$ cat config.mk
export PLATFORM = sky130hd
export DESIGN_NAME = calc_result_bcd_flat
export DESIGN_NICKNAME = d
export VERILOG_FILES = /design/src/rtl/calc_result_bcd_if.sv /design/src/rtl/calc_result_bcd.sv /design/src/flat_wrapper.sv
export SDC_FILE = /design/constraint.sdc
export NUM_CORES = 1
export LEC_CHECK = 0
export BUFFER_PORTS_ARGS = -buffer_cell sky130_fd_sc_hd__buf_2
export CORE_UTILIZATION = 60
export CTS_CLUSTER_DIAMETER = 30
export DETAILED_ROUTE_END_ITERATION = 8
export GPL_ROUTABILITY_DRIVEN = 0
export GPL_TIMING_DRIVEN = 0
export PLACE_DENSITY = 0.83
export SYNTH_ARGS = -nofsm -noshare
export SYNTH_HDL_FRONTEND = slang
export SYNTH_SLANG_ARGS = --single-unit
$ cat constraint.sdc
create_clock -name clk -period 3 [get_ports clk]
set_clock_uncertainty 0.2 [all_clocks]
set_input_delay 0.45 -clock clk [delete_from_list [all_inputs] [get_ports clk]]
set_output_delay 0.45 -clock clk [all_outputs]
set_load 0.01 [all_outputs]
$ cat src/rtl/calc_result_bcd_if.sv
// calc_result_bcd_if
//   Bundle between the calculator core and the BCD result stage.
//   Parameters:
//     IN_W    width of the calculator result word
//     DIGITS  number of packed BCD digits returned
//   Signals:
//     res      result word, sampled by the BCD stage when it captures
//     get_res  capture request (level; the BCD stage detects the rising edge)
//     busy     conversion in flight
//     done     one-cycle pulse, bcd/neg updated this cycle
//     bcd      packed BCD, digit 0 in [3:0]
//     neg      sign of the last converted result
//   Modports:
//     master  calculator side (drives res/get_res)
//     slave   BCD stage side (drives busy/done/bcd/neg)
interface calc_result_bcd_if #(
  parameter int IN_W   = 8,
  parameter int DIGITS = 3
) ();
  logic [IN_W-1:0]     res;
  logic                get_res;
  logic                busy;
  logic                done;
  logic [4*DIGITS-1:0] bcd;
  logic                neg;

  modport master (
    output res,
    output get_res,
    input  busy,
    input  done,
    input  bcd,
    input  neg
  );

  modport slave (
    input  res,
    input  get_res,
    output busy,
    output done,
    output bcd,
    output neg
  );
endinterface

$ cat src/rtl/calc_result_bcd.sv
// calc_result_bcd
//   Downstream stage of the calculator. On a rising edge of get_res it
//   captures res and converts it to packed BCD using iterative double dabble
//   (shift-add-3), one bit per clock. When the conversion finishes, bcd/neg
//   are updated and done pulses for one cycle; the result is held until the
//   next completed conversion.
//   Parameters:
//     IN_W    width of res; conversion takes IN_W shift cycles
//     DIGITS  BCD digits out; 10**DIGITS must exceed 2**IN_W
//   Ports:
//     clk     single clock, all state on posedge
//     rst     synchronous active-high reset
//     bus     calc_result_bcd_if.slave (res, get_res, busy, done, bcd, neg)
//   Build option:
//     CALC_BCD_SIGNED_EN  when defined, res is two's complement; negative
//                         values set neg and their magnitude is converted.
//                         When undefined, res is unsigned and neg stays 0.
module calc_result_bcd #(
  parameter int IN_W   = 8,
  parameter int DIGITS = 3
) (
  input  logic                  clk,
  input  logic                  rst,
  calc_result_bcd_if.slave      bus
);

  localparam int BCD_W = 4 * DIGITS;
  localparam int CNT_W = $clog2(IN_W + 1);

  typedef enum logic [1:0] {
    ST_IDLE = 2'd0,
    ST_CONV = 2'd1,
    ST_DONE = 2'd2
  } state_t;

  state_t             state_r, state_s;
  logic               get_res_q_r;
  logic [IN_W-1:0]    shreg_r, shreg_s;
  logic [BCD_W-1:0]   scratch_r, scratch_s;
  logic [CNT_W-1:0]   cnt_r, cnt_s;
  logic               sign_r, sign_s;
  logic               busy_r, busy_s;
  logic               done_r, done_s;
  logic [BCD_W-1:0]   bcd_r, bcd_s;
  logic               neg_r, neg_s;

  logic               start_s;
  logic               cap_sign_s;
  logic [IN_W-1:0]    cap_mag_s;

  // Adds 3 to every BCD digit that is 5 or more, ahead of the left shift.
  function automatic logic [BCD_W-1:0] add3_digits(input logic [BCD_W-1:0] s);
    logic [BCD_W-1:0] r;
    r = s;
    for (int d = 0; d < DIGITS; d++) begin
      if (s[4*d +: 4] >= 4'd5) begin
        r[4*d +: 4] = s[4*d +: 4] + 4'd3;
      end else begin
        r[4*d +: 4] = s[4*d +: 4];
      end
    end
    return r;
  endfunction

  assign start_s = bus.get_res & ~get_res_q_r;

  // Value and sign to load into the shift register at capture.
  always_comb begin
    cap_sign_s = 1'b0;
    cap_mag_s  = bus.res;
`ifdef CALC_BCD_SIGNED_EN
    // The IN_W-bit negation is exact for every negative input, including
    // the most negative one (8'h80 -> 8'h80 = 128 unsigned).
    cap_sign_s = bus.res[IN_W-1];
    if (bus.res[IN_W-1]) begin
      cap_mag_s = ~bus.res + {{(IN_W-1){1'b0}}, 1'b1};
    end else begin
      cap_mag_s = bus.res;
    end
`else
    cap_sign_s = 1'b0;
    cap_mag_s  = bus.res;
`endif
  end

  // Next-state and next-output logic for the conversion FSM.
  always_comb begin
    state_s   = state_r;
    shreg_s   = shreg_r;
    scratch_s = scratch_r;
    cnt_s     = cnt_r;
    sign_s    = sign_r;
    busy_s    = busy_r;
    done_s    = 1'b0;
    bcd_s     = bcd_r;
    neg_s     = neg_r;
    case (state_r)
      ST_IDLE: begin
        if (start_s) begin
          state_s   = ST_CONV;
          shreg_s   = cap_mag_s;
          scratch_s = {BCD_W{1'b0}};
          cnt_s     = {CNT_W{1'b0}};
          sign_s    = cap_sign_s;
          busy_s    = 1'b1;
        end else begin
          state_s   = ST_IDLE;
        end
      end
      ST_CONV: begin
        // The digit range guarantees the bit shifted out of the top digit is 0.
        scratch_s = BCD_W'({add3_digits(scratch_r), shreg_r[IN_W-1]});
        shreg_s   = {shreg_r[IN_W-2:0], 1'b0};
        cnt_s     = cnt_r + {{(CNT_W-1){1'b0}}, 1'b1};
        if (cnt_r == CNT_W'(IN_W - 1)) begin
          state_s = ST_DONE;
        end else begin
          state_s = ST_CONV;
        end
      end
      ST_DONE: begin
        state_s = ST_IDLE;
        bcd_s   = scratch_r;
        neg_s   = sign_r;
        done_s  = 1'b1;
        busy_s  = 1'b0;
      end
      default: begin
        state_s = ST_IDLE;
        busy_s  = 1'b0;
      end
    endcase
  end

  // State, datapath and output registers with synchronous reset.
  always_ff @(posedge clk) begin
    if (rst) begin
      state_r     <= ST_IDLE;
      get_res_q_r <= 1'b0;
      shreg_r     <= {IN_W{1'b0}};
      scratch_r   <= {BCD_W{1'b0}};
      cnt_r       <= {CNT_W{1'b0}};
      sign_r      <= 1'b0;
      busy_r      <= 1'b0;
      done_r      <= 1'b0;
      bcd_r       <= {BCD_W{1'b0}};
      neg_r       <= 1'b0;
    end else begin
      state_r     <= state_s;
      get_res_q_r <= bus.get_res;
      shreg_r     <= shreg_s;
      scratch_r   <= scratch_s;
      cnt_r       <= cnt_s;
      sign_r      <= sign_s;
      busy_r      <= busy_s;
      done_r      <= done_s;
      bcd_r       <= bcd_s;
      neg_r       <= neg_s;
    end
  end

  assign bus.busy = busy_r;
  assign bus.done = done_r;
  assign bus.bcd  = bcd_r;
  assign bus.neg  = neg_r;

endmodule

$ cat src/flat_wrapper.sv
// flat-port wrapper written by rule: the top's interface ports become plain ports
module calc_result_bcd_flat 
#(
  parameter int IN_W   = 8,
  parameter int DIGITS = 3
)
  (clk, rst, bus_res, bus_get_res, bus_busy, bus_done, bus_bcd, bus_neg);
  calc_result_bcd_if #(.IN_W(IN_W), .DIGITS(DIGITS)) bus_i ();
  input  logic clk;
  input  logic rst;
  input wire logic [$bits(bus_i.res)-1:0] bus_res;
  input wire logic [$bits(bus_i.get_res)-1:0] bus_get_res;
  output wire logic [$bits(bus_i.busy)-1:0] bus_busy;
  output wire logic [$bits(bus_i.done)-1:0] bus_done;
  output wire logic [$bits(bus_i.bcd)-1:0] bus_bcd;
  output wire logic [$bits(bus_i.neg)-1:0] bus_neg;
  assign bus_i.res = bus_res;
  assign bus_i.get_res = bus_get_res;
  assign bus_busy = bus_i.busy;
  assign bus_done = bus_i.done;
  assign bus_bcd = bus_i.bcd;
  assign bus_neg = bus_i.neg;
  calc_result_bcd #(.IN_W(IN_W), .DIGITS(DIGITS)) u_core (.clk(clk), .rst(rst), .bus(bus_i));
endmodule
==> impl_results.md, run 1 <==
- Area of the mapped netlist: 1840 um^2
- Largest net degree at the start of global routing: 14
- Clock root buffer: clkbuf_4
- Fraction of layout cells with a size suffix above 1: 22.2%
- DRC violations left: 4
- Fmax: 571 MHz
- Iter 0 DRT Violations: 73
- Post-route cell area: 2100 um^2
- Synth top area cells: dfxtp_1 45%, nand2_1 5.3%, a21oi_1 4.9%
- Initial antenna violation count: 0
- Final hold violation count: 0
- Crit-path max FO: 4
- Total die area: 3290 um^2
- Power Density: 522 nW/um^2
- Setup_tns: 0 ps
- Multi-input logic area: 907 um^2
- First-pass GRT wire length: 5920 um
- Post-synth EDFFs: 0
- Num CTS Buffers: 5
- IO Pins: 26
- H-Tree Depth: 2
- Vias/cell: 5.68
- VDD IR-drop max: 412 uV
- Distinct cells, synth: 39
- Core Rows: 19
- Met1 Wirelength: 1640 um
- Total grt overflow: 0
- WL met3: 147 um
- Fill cells: 221
- Final period util: 58.4%
- # clock sinks: 41
- WL met2: 1740 um
- Critical Path AT: 1800 ps
- Top routing layer in use: met4
- Status: complete, but fails checks
- RSZ-0062 raised after global routing: no
- N_diodes: 0
- YS warnings: 0
- DR pass1 iterations: 7
- Mapped Nets: 216
- Initial Utilization: 65.0%
- Sequential fraction of the synthesis area: 44.7%
- Post-layout min period: 1750 ps
- Placed inst area: 2000 um^2
- Post-CTS sizing: 0
- Leakage power: 0.000918 uW
- Die X: 57.3 um
- CTS tree: done
- Most frequent cell after synthesis: dfxtp_1
- Setup crit end kind: register
- Post-detail-place hpwl: 2560 um
- Ys flop type: dfxtp_1
- Fin. max-slew vios: 0
- Avg Inst Size Synth: 9.28 um^2
- Vias: 1482
- Final nets: 247
- Number of global-route vias before repair: 1390
- Die span in y: 57.3 um
- Startpoint types: register
- Max cap viols: 0
- Final wirelength: 3570 um
- Core area: 2830 um^2
- Worst path required time: 3050 ps
- Synth area leader: dfxtp_1
- Setup violations, final: 0
- # Post-CTS Setup Buffers: 0
- Clock slew at reported path FFs: 120 ps
- HP Class: input port to register
- Synth cell count leaders: 41 x dfxtp_1, 26 x nand2_1, 18 x a21oi_1
- Post-CTS Hold Fix Bufs: 0
- Cells after synthesis: 198
- Routed Antenna Nets: 0
- Asr flop ratio synth: 0%
- Total track usage: 23.3%
- IO buf count: 24
- Register area: 821 um^2
- Top-area cell type share of the netlist area: 44.7%
- Worst skew pair latency: 350 ps
- Post-synthesis register bit count: 41
- CP Class: register to register
- Clk buf depth: 2
- Layout area overhead: 14.2%
- Failing checks: design-rule violations
- WL/cell: 13.7 um
## flip-flops by register name (all words and copies together), names as in the netlist
| signal | count |
|---|---|
| u_core.state_r | 2 |
| u_core.bus.done | 1 |
| u_core.shreg_r | 8 |
| u_core.cnt_r | 4 |
| u_core.scratch_r | 12 |
| u_core.bus.busy | 1 |
| u_core.get_res_q_r | 1 |
| u_core.bus.bcd | 12 |
## final timing paths
path / start / end / slack, ps / depth (start not counted)
hold / removal: bus_get_res / u_core.get_res_q_r / 140 / 2
hold reg to reg: u_core.bus.bcd[5] / u_core.bus.bcd[5] / 260 / 2
setup / recovery: u_core.scratch_r[5] / u_core.scratch_r[6] / 1250 / 6
setup reg to reg: u_core.scratch_r[5] / u_core.scratch_r[6] / 1250 / 6
## cells in the final DEF (no fill, tap or decap), drive strengths merged
cell     Yosys  layout
a211oi       1       1
a21oi       18      18
and2         5       5
xor2         1       1
a21o         1       1
nor2        19      19
ha           7       7
nor2b        3       3
nor3         2       2
a31oi        5       5
and4b        2       2
o32ai        3       3
bufinv       0       2
nand2       27      27
a2bb2oi      5       5
nor4         2       2
dfxtp       41      41
nand4        1       1
a32o         3       3
o21ai        4       4
buf         11      35
o21bai       1       1
mux2         1       1
nand3b       1       1
conb         1       1
and2b        1       1
clkbuf       0       5
mux2i        3       3
o21ba        1       1
xnor2        3       3
nand2b       7       7
inv          8       8
clkinv       0       1
a22o         9       9
or4b         1       1
## per-stage QoR
step	total power [uW]	instances	worst slack [ps]	hold slack [ps]	utilization (%)
6_report	1100	261	1250	141	74.2
5_1_grt	1140	261	1180	151	74.2
4_1_cts	1100	261	1250	137	74.2
3_5_place_dp	667	253	1280	248	70.6
3_3_place_gp	662	253	1320	240	70.6
2_1_floorplan	640	198	1430	243	-
## report_power, final
| part | internal (uW) | switching, uW |
|---|---|---|
| clock network | 258 | 183 |
| logic | 38.1 | 51.1 |
| registers | 557 | 8.97 |
| total | 853 | 243 |
## cell families (layout without fill, tap and decap cells)
| group | count (synthesis) | count (layout) | share of synthesized area, % |
|---|---|---|---|
| adder cells (fa/ha/maj) | 7 | 7 | 4.76 |
| XOR/XNOR | 4 | 4 | 1.91 |
| flip-flops | 41 | 41 | 44.7 |
| AND/OR/NAND/NOR | 71 | 71 | 20.8 |
| other | 1 | 1 | 0.204 |
| multiplexers | 4 | 4 | 2.25 |
| AO/OA/AOI/OAI | 51 | 51 | 19.4 |
| buffers and inverters | 19 | 51 | 5.99 |
## routing by layer
metal	track usage (%)	up-vias
met1	29.6	699
li1	-	745
met3	4.76	6
met4	9.06	0
met5	0	-
met2	38.7	32
## worst max-delay path: stages, from the launching register on
cell and delay [ps]:
dfxtp_1 390, inv_1 90, ha_1 180, nand2b_1 130, a21oi_1 320, mux2i_1 130, a22o_1 210
## final cells by class
| class | count | share of cell area (%) |
|---|---|---|
| tap | 31 | 1.85 |
| sequential | 41 | 39.1 |
| clock inverter | 3 | 3.10 |
| clock buffer | 5 | 1.79 |
| buffer | 11 | 3.81 |
| timing repair buffer | 24 | 5.72 |
| multi-input combinational | 138 | 43.2 |
| inverter | 8 | 1.43 |
Note: power is estimated with default switching activity, not from simulation.
==> run 2: changes to the inputs <==
CORE_UTILIZATION = 50   (was 60)
PLACE_DENSITY = 0.74   (was 0.83)
clock period = 1.55 ns   (was 3 ns; I/O delays follow)
==> impl_results.md, run 2 (synthesis gave the netlist of run 1 again) <==
- N_diodes: 0
- H-Tree Depth: 2
- Routed Antenna Nets: 0
- Initial antenna violation count: 0
- Status: completed
- Clk buf depth: 2
- WL/cell: 12.8 um
- Post-layout min period: 1520 ps
- DR pass1 iterations: 4
- Post-detail-place hpwl: 2430 um
- Leakage power: 0.000954 uW
- Final period util: 97.9%
- VDD IR-drop max: 827 uV
- Setup_tns: 0 ps
- RSZ-0062 raised after global routing: yes
- Layout area overhead: 24.1%
- Core area: 3420 um^2
- Clock root buffer: clkbuf_4
- Fin. max-slew vios: 0
- Vias: 1475
- Die X: 62.6 um
- Final wirelength: 3590 um
- Worst skew pair latency: 350 ps
- Placed inst area: 2020 um^2
- Vias/cell: 5.27
- Final hold violation count: 0
- Die span in y: 62.6 um
- Final core occ: 66.8%
- Most common cell after layout, fill and taps aside: dfxtp_1
- Setup crit end kind: register
- Num CTS Buffers: 5
- Startpoint types: register
- Setup ws final: 32.0 ps
- Fin Hold WS: 12.5 ps
- Crit-path max FO: 3
- Initial Utilization: 53.8%
- Fmax: 659 MHz
- Setup violations, final: 0
- Largest net degree at the start of global routing: 14
- Post-route cell area: 2280 um^2
- Total grt overflow: 0
- IO buf count: 24
- IO Pins: 26
- Max cap viols: 0
- Total die area: 3920 um^2
- Critical Path AT: 1630 ps
- Worst path required time: 1660 ps
- CTS tree: done
- Iter 0 DRT Violations: 110
- Clock slew at reported path FFs: 120 ps
- CP Class: register to register
- First-pass GRT wire length: 5980 um
- HP Class: input port to register
- Total track usage: 19.4%
- Final nets: 251
- Number of global-route vias before repair: 1328
- # clock sinks: 41
- Fraction of layout cells with a size suffix above 1: 32.9%
- DRC violations left: 0
- Power Density: 892 nW/um^2
- Core Rows: 21
- Commonest non-fill, non-tap cells in the layout: 33 x dfxtp_1, 27 x buf_2, 26 x nand2_1
- Post-Place Setup Slack: -125 ps
run 2: cell types whose count changed in the layout (fill, tap and decap cells not counted), moves of 4 or more:
cell      before  now
dfxtp_1       41   33
dfxtp_2        0    6
inv_1          8    4
nand2b_1       6    2
nand2b_4       1    5
run 2: repair_timing:
action	4_1_cts	5_1_grt
resized for setup	8	28
buffers inserted	1	1
endpoints found under the setup margin	6	24
pin swaps	2	6
hold buffers	3	0
endpoints found under the hold margin	3	0
run 2: worst max-delay path, cell delays in order (launching register included):
cell      delay [ps]
dfxtp_2          360
inv_2             60
ha_1             180
nand2b_4         150
a21oi_4          180
mux2i_1          210
a22o_1           130
run 2: layout make-up:
| cell class | count | area [um^2] |
|---|---|---|
| clock inverters | 2 | 37.5 |
| repair buffers | 29 | 165 |
| multi-input cells | 138 | 1020 |
| plain buffers | 10 | 82.6 |
| inverters | 8 | 33.8 |
| fillers | 281 | 1130 |
| clock buffers | 6 | 51.3 |
| well taps | 46 | 57.6 |
| flip-flops and latches | 41 | 836 |
run 2: power by group:
part / internal [uW] / switching [uW]
combinational: 88.3 / 107
clock: 383 / 362
sequential: 1080 / 17.4
run 2: worst paths after layout:
kind              cells past startpoint  slack (ps)                start                   to
setup / recovery                      6          30  u_core.scratch_r[5]  u_core.scratch_r[6]
hold / removal                        5          10           bus_res[0]    u_core.shreg_r[0]
setup reg to reg                      6          30  u_core.scratch_r[5]  u_core.scratch_r[6]
hold reg to reg                       2         260    u_core.bus.bcd[6]    u_core.bus.bcd[6]
run 2: metrics by stage:
step                std cells  power [uW]
floorplan                 198        1240
global placement          268        1290
detailed placement        268        1290
CTS                       280        2020
global route              280        2100
finish                    280        2030
run 2: layer usage:
metal,GRT usage (%),part of all wire (%),wire length (um),vias to the layer above
met2,28.7,44,1580,35
met4,9.59,0.53,19,0
li1,-,-,-,760
met1,26.5,51,1840,678
met5,0,0,0,-
met3,4.01,4.4,158,2
==> run 3: changes to the inputs <==
CORE_UTILIZATION = 56   (was 50)
PLACE_DENSITY = 0.86   (was 0.74)
SETUP_SLACK_MARGIN = 0.02   (was default)
clock period = 1.4 ns   (was 1.55 ns; I/O delays follow)
==> impl_results.md, run 3 (synthesis gave the netlist of run 1 again) <==
- Status: complete, but fails checks
- Failing checks: negative setup slack
- Vias: 1772
- Vias/cell: 5.97
- CP Class: register to register
- Die X: 59.3 um
- Number of global-route vias before repair: 1504
- Final core occ: 88.3%
- Startpoint types: register
- Placed inst area: 2090 um^2
- Fill cells: 126
- Leakage power: 0.00113 uW
- Largest net degree at the start of global routing: 13
- N_diodes: 0
- RSZ-0062 raised after global routing: yes
- WL/cell: 18.4 um
- Max incr delay on CP: 390 ps
- Clk buf depth: 2
- Commonest non-fill, non-tap cells in the layout: 30 x dfxtp_1, 28 x buf_2, 14 x buf_4
- Routed Antenna Nets: 0
- Met3 usage: 6.33%
- Most Crowded Layer GR: met2
- # clock sinks: 41
- Crit-path max FO: 4
- Initial Utilization: 59.7%
- IO Pins: 26
- Iter 0 DRT Violations: 136
- Core area: 3080 um^2
- Final wirelength: 5470 um
- Slowest stage cell, crit path: dfxtp_4
- VDD IR-drop max: 567 uV
- Post-layout min period: 1550 ps
- Core Rows: 20
- Most common cell after layout, fill and taps aside: dfxtp_1
- Total die area: 3520 um^2
- Worst skew pair latency: 350 ps
- Setup crit end kind: register
- Post-Place Setup Slack: -114 ps
- Final period util: 111%
- Critical-path cell list: inv_1, ha_4, nand2b_4, a21oi_4, mux2i_1, a22o_1
- CTS tree: done
- H-Tree Depth: 2
- Post-route cell area: 2720 um^2
- CP delay by family, top: flip-flops
- Final hold violation count: 0
- IO buf count: 24
- Initial antenna violation count: 0
- Num CTS Buffers: 5
- CP bufs+invs: 1
- Critical Path AT: 1640 ps
- Max cap viols: 0
- Clock root buffer: clkbuf_4
- Total grt overflow: 0
- Post-detail-place hpwl: 2470 um
- First-pass GRT wire length: 7040 um
- Die span in y: 59.3 um
- Fraction of layout cells with a size suffix above 1: 54.5%
- DR pass1 iterations: 4
- Met2 global-route usage: 43.3%
- GR Layer Usage met1: 36.3%
- Power Density: 805 nW/um^2
- Clock slew at reported path FFs: 120 ps
- Total track usage: 27.1%
- Final nets: 270
- Setup_tns: -1620 ps
- Layout area overhead: 47.9%
- DRC violations left: 0
- Fin. max-slew vios: 0
- Setup violations, final: 32
- HP Class: input port to register
- Worst path required time: 1500 ps
- Setup ws final: -147 ps
- Fmax: 646 MHz
run 3: cell count changes in the layout (fill, tap and decap cells not counted), moves of 5 or more:
cell | previous run | this run
nand2_1 | 26 | 12
ha_4 | 1 | 6
nand2_2 | 0 | 6
buf_4 | 5 | 14
a21oi_1 | 15 | 5
nand2_4 | 1 | 9
a21oi_2 | 0 | 10
run 3: area by class of cell:
cell class / count / area [um^2] / share of cell area, %
plain buffers: 10 / 106 / 3.91
clock buffers: 7 / 65.1 / 2.39
clock inverters: 1 / 5.00 / 0.184
inverters: 8 / 41.3 / 1.52
multi-input cells: 139 / 1270 / 46.6
flip-flops and latches: 41 / 845 / 31.1
well taps: 44 / 55.1 / 2.03
repair buffers: 47 / 333 / 12.2
run 3: through the flow:
step                cells  power (uW)  hold slack (ps)
finish                297        2190             27.4
global placement      266        1430              242
CTS                   288        2110             20.5
detailed placement    266        1430              243
floorplan             198        1380              138
global route          297        2260             35.0
run 3: where the power goes:
group / switching (uW) / internal, uW
registers: 25.0 / 1190
clock network: 384 / 291
logic: 163 / 137
run 3: path summary, 6_finish.rpt:
| kind | startpoint | to | slack [ps] | cells past startpoint |
|---|---|---|---|---|
| max | u_core.scratch_r[8] | u_core.scratch_r[10] | -150 | 6 |
| min | bus_res[4] | u_core.shreg_r[4] | 30 | 4 |
| max reg2reg | u_core.scratch_r[8] | u_core.scratch_r[10] | -150 | 6 |
| min reg2reg | u_core.bus.bcd[0] | u_core.bus.bcd[0] | 280 | 2 |
run 3: what timing repair did:
action | CTS | global route
pin swaps | 4 | 36
setup buffers | 8 | 7
gates cloned | 2 | 3
resized for setup | 24 | 69
hold buffers | 4 | 0
endpoints found under the hold margin | 4 | 0
setup endpoints to repair | 35 | 36
run 3: metal layers:
metal  share of wire (%)  up-vias
met5                   0        -
met4                 2.3        0
met3                 6.2       15
met2                  49       78
met1                  43      878
li1                    -      801
run 3: worst reg2reg max path, stage by stage, from the launching register on:
cell and delay [ps]:
dfxtp_4 390, inv_1 100, ha_4 170, nand2b_4 60, a21oi_4 150, mux2i_1 240
a22o_1 180
